## src/rtl/regfile.sv

```systemverilog
// regfile: 2-read/1-write register file with hard-wired zero register and async active-low reset.
// Define REGFILE_BYPASS_EN to forward same-cycle write data to the read ports.
module regfile #(
    parameter int DATA_W   = 32,
    parameter int ADDR_W   = 5,
    parameter int NUM_REGS = 32
) (
    input  logic              clk,
    input  logic              rst,
    input  logic              we,
    input  logic [ADDR_W-1:0] waddr,
    input  logic [DATA_W-1:0] wdata,
    input  logic              re1,
    input  logic [ADDR_W-1:0] raddr1,
    output logic [DATA_W-1:0] rdata1,
    input  logic              re2,
    input  logic [ADDR_W-1:0] raddr2,
    output logic [DATA_W-1:0] rdata2
);
    logic [DATA_W-1:0] mem [NUM_REGS];
    logic              byp1, byp2;

    always_ff @(posedge clk or negedge rst) begin
        if (!rst) begin
            for (int i = 0; i < NUM_REGS; i++) mem[i] <= '0;
        end else if (we && waddr != '0) begin
            mem[waddr] <= wdata;
        end
    end

`ifdef REGFILE_BYPASS_EN
    assign byp1 = we && waddr == raddr1;
    assign byp2 = we && waddr == raddr2;
`else
    assign byp1 = 1'b0;
    assign byp2 = 1'b0;
`endif

    // Zero-register check sits above bypass so a write to r0 never leaks through.
    always_comb begin
        rdata1 = (!rst || !re1 || raddr1 == '0) ? '0 : byp1 ? wdata : mem[raddr1];
        rdata2 = (!rst || !re2 || raddr2 == '0) ? '0 : byp2 ? wdata : mem[raddr2];
    end
endmodule

```

## config.mk

```make
export PLATFORM = sky130hd
export DESIGN_NAME = regfile
export DESIGN_NICKNAME = d
export VERILOG_FILES = /design/src/rtl/regfile.sv
export SDC_FILE = /design/constraint.sdc
export NUM_CORES = 2
export LEC_CHECK = 0
export CAP_MARGIN = 25
export CORE_MARGIN = 3
export CORE_UTILIZATION = 55
export DETAILED_ROUTE_END_ITERATION = 8
export MAX_ROUTING_LAYER = met4
export PLACE_DENSITY = 0.72
export SETUP_SLACK_MARGIN = 0.2
export SYNTH_ARGS = -nofsm -noshare
export SYNTH_HDL_FRONTEND = slang
export SYNTH_SLANG_ARGS = --single-unit
```

## constraint.sdc

```tcl
create_clock -name clk -period 6.4 [get_ports clk]
set_input_delay 1.6 -clock clk [delete_from_list [all_inputs] [get_ports clk]]
set_output_delay 1.6 -clock clk [all_outputs]
set_load 0.02 [all_outputs]
```

==> flow_metrics.env <==
export IMPL_rsz0062_at_grt="false"
export IMPL_cts_sinks=1024
export IMPL_clock_path_buffers=3
export IMPL_htreeDepth=3
export IMPL_coreArea_um2=97400
export IMPL_end_kind="output port"
export IMPL_r2r_setup_slack_ns=5.57
export IMPL_drtIter0Drc=4174
export IMPL_arrival_ns=4.60
export IMPL_powerDensity_nw_per_um2=310
export IMPL_crit_type="primary input to output port"
export IMPL_worst_r2r_path_depth=1
export IMPL_synth_seq_area_share=0.470
export IMPL_cts_hold_buf=0
export IMPL_status="complete, no violations"
export IMPL_largest_reg_flops=1024
export IMPL_gp_congestion=0.874
export IMPL_postCtsSetupBuffers=0
export IMPL_grt_pass1_vias=38200
export IMPL_dp_hpwl_um=104000
export IMPL_power_frac_clock=0.342
export IMPL_seqPwrFrac=0.457
export IMPL_max_freq_mhz=161
export IMPL_p_int_uw=13800
export IMPL_critPathMaxFanout=18
export IMPL_die_area_um2=103000
export IMPL_leakagePower_uw=0.0266
export IMPL_post_synth_cell_area_avg_um2=15.0
export IMPL_finalClockSkew_ns=0
export IMPL_ant_nets=0
export IMPL_slew_headroom=0.242
export IMPL_netlist_instances=3641
export IMPL_worst_pin_slew_ns=1.13
export IMPL_vdd_drop_max_mv=0.277
export IMPL_grt_max_degree=189
export IMPL_top_register="mem"
export IMPL_crit_required_ns=4.80
export IMPL_synth_edf_count=0
export IMPL_first_pass_iters=5
export IMPL_worst_hold_slack_ns=0.398
export IMPL_drv_slew=0
export IMPL_power_uw=19000
export IMPL_finalSetupViolations=0
export IMPL_combPwrFrac=0.201
export IMPL_die_h_um=321
export IMPL_rr_endpoint="mem[614]$_DFFE_PN0P_"
export IMPL_wl_per_cell_um=35.2
export IMPL_mostFrequentLayoutCells="1024 x dfrtp_1, 981 x mux2_2, 449 x mux4_2"
export IMPL_post_cts_resized=2
export IMPL_start_util=0.559
export IMPL_p_switching_uw=5170
export IMPL_mostFrequentLayoutCell="dfrtp_1"
export IMPL_ys_types=47
export IMPL_grt_pass1_wl_um=260000
export IMPL_cts_tree="done"
export IMPL_cts_made_buffers=108
export IMPL_reg2reg_from="mem[614]$_DFFE_PN0P_"
export IMPL_stdcell_area_um2=61100
export IMPL_hold_violations=0
export IMPL_ys_seq_elements=1024
export IMPL_hold_class="register to register"
export IMPL_min_from="mem[1015]$_DFFE_PN0P_"
export IMPL_hold_path_end="mem[1015]$_DFFE_PN0P_"
export IMPL_place_area_um2=57200
export IMPL_std_cell_rows=114
export IMPL_critical_path_cell_chain="buf_8, buf_12, buf_4, mux4_2, a22o_1, a2111oi_0, nor3_1, clkdlybuf4s50_1"
export IMPL_largest_registers="mem (1024)"
export IMPL_synthFlopType="dfrtp_1"
export IMPL_dieWidth_um=321
export IMPL_start_kind="primary input"
export IMPL_clock_root_buffer="clkbuf_16"
export IMPL_insertion_delay_ns=0.70
export IMPL_finalCritPeriodShare=0.968
export IMPL_fin_crit_ns=6.20
export IMPL_maxCapViolCount=0
export IMPL_hold_depth=0
export IMPL_crit_path_top_delay_cell="a2111oi_0"
export IMPL_tns_ns=0
export IMPL_overflow=0
export IMPL_instances_no_fill=4985
export IMPL_synth_warnings=0
export IMPL_final_layout_size_suffix_gt1_frac=0.505
export IMPL_portBuffers=115
export IMPL_syn_area_um2=54500
export IMPL_clk_pin_slew_ns=0.06
export IMPL_track_usage=0.354
export IMPL_synth_nets=3693
export IMPL_ios=116
export IMPL_dp_cells=4778
export IMPL_vias_per_cell=7.23
export IMPL_drt_total_wl_um=175000
export IMPL_p_sw_frac=0.273
export IMPL_nets=3672
export IMPL_vias=36100
export IMPL_syn_to_final_growth_pct=12.2
export IMPL_async_reset_ff_frac=1.00
export IMPL_antenna_found_initial=2
export IMPL_drcViolationCount=0
export IMPL_cpPeakStageDelay_ns=0.72
critical path, delay by kind of cell:
family / cells / cell delay (ns)
simple gates: 1 / 0.23
buf+inv: 4 / 1.29
mux: 1 / 0.52
compound gates: 2 / 0.91
how the worst max path moves through the flow:
stage	cells after the start	end	from	slack [ns]
2_1_floorplan	6	rdata2[19]	raddr2[1]	1.07
3_3_place_gp	9	rdata2[19]	raddr2[3]	0.06
3_5_place_dp	9	rdata2[19]	raddr2[3]	0.07
4_1_cts	9	rdata2[19]	raddr2[3]	0.20
5_1_grt	8	rdata2[17]	raddr2[0]	0.20
6_report	8	rdata2[17]	raddr2[0]	0.20
power groups by stage:
| stage | registers [uW] | clock network (uW) | logic, uW |
|---|---|---|---|
| floorplan | 8370 | 0 | 2870 |
| global placement | 8570 | 0 | 3610 |
| detailed placement | 8740 | 0 | 3760 |
| CTS | 8630 | 6540 | 3780 |
| global route | 8800 | 6820 | 4040 |
| finish | 8660 | 6490 | 3810 |
cells in the mapped netlist (all sizes together) (2+ instances only):
cell | count | area share
a2111oi | 49 | 0.0094
a211oi | 13 | 0.0018
a21oi | 33 | 0.0030
a221oi | 2 | 0.00032
a22o | 56 | 0.0090
a22oi | 2 | 0.00028
and3 | 32 | 0.0037
buf | 205 | 0.020
clkbuf | 220 | 0.015
clkinv | 2 | 0.00014
dfrtp | 1024 | 0.47
inv | 2 | 0.00014
mux2 | 998 | 0.21
mux2i | 221 | 0.041
mux4 | 449 | 0.19
nand2 | 144 | 0.0099
nand2b | 4 | 0.00046
nand3 | 8 | 0.00074
nand3b | 2 | 0.00028
nor2 | 17 | 0.0012
nor2b | 14 | 0.0016
nor3 | 31 | 0.0028
nor4 | 2 | 0.00023
o221ai | 15 | 0.0024
o22ai | 48 | 0.0055
o32a | 30 | 0.0055
or3 | 3 | 0.00034
or3b | 3 | 0.00048
layout make-up:
cell class	instances	area, um^2
sequential	1024	25600
timing repair buffer	294	3120
fill	6973	36300
clock buffer	155	3220
inverter	4	15.0
multi-input combinational	2188	27100
antenna	3	7.51
tap	1276	1600
clock inverter	41	439
metrics by stage:
stage | utilization | worst slack [ns]
4_1_cts | 0.625 | 0.199
5_1_grt | 0.627 | 0.203
3_5_place_dp | 0.588 | 0.0694
6_report | 0.627 | 0.203
2_1_floorplan | - | 1.07
3_3_place_gp | 0.587 | 0.0563
cells by family after synthesis:
family	after synthesis	synth area share
AO/OA/AOI/OAI	255	0.0385
buffers and inverters	429	0.0359
flip-flops	1024	0.470
multiplexers	1668	0.433
AND/OR/NAND/NOR	265	0.0225
metal layers:
metal	vias to the layer above	wire [um]	track usage
met2	2078	81100	0.529
met1	19400	68400	0.473
met5	-	0	-
li1	14000	-	-
met3	560	17700	0.0817
met4	0	8160	0.148
Note: power is estimated with default switching activity, not from simulation.
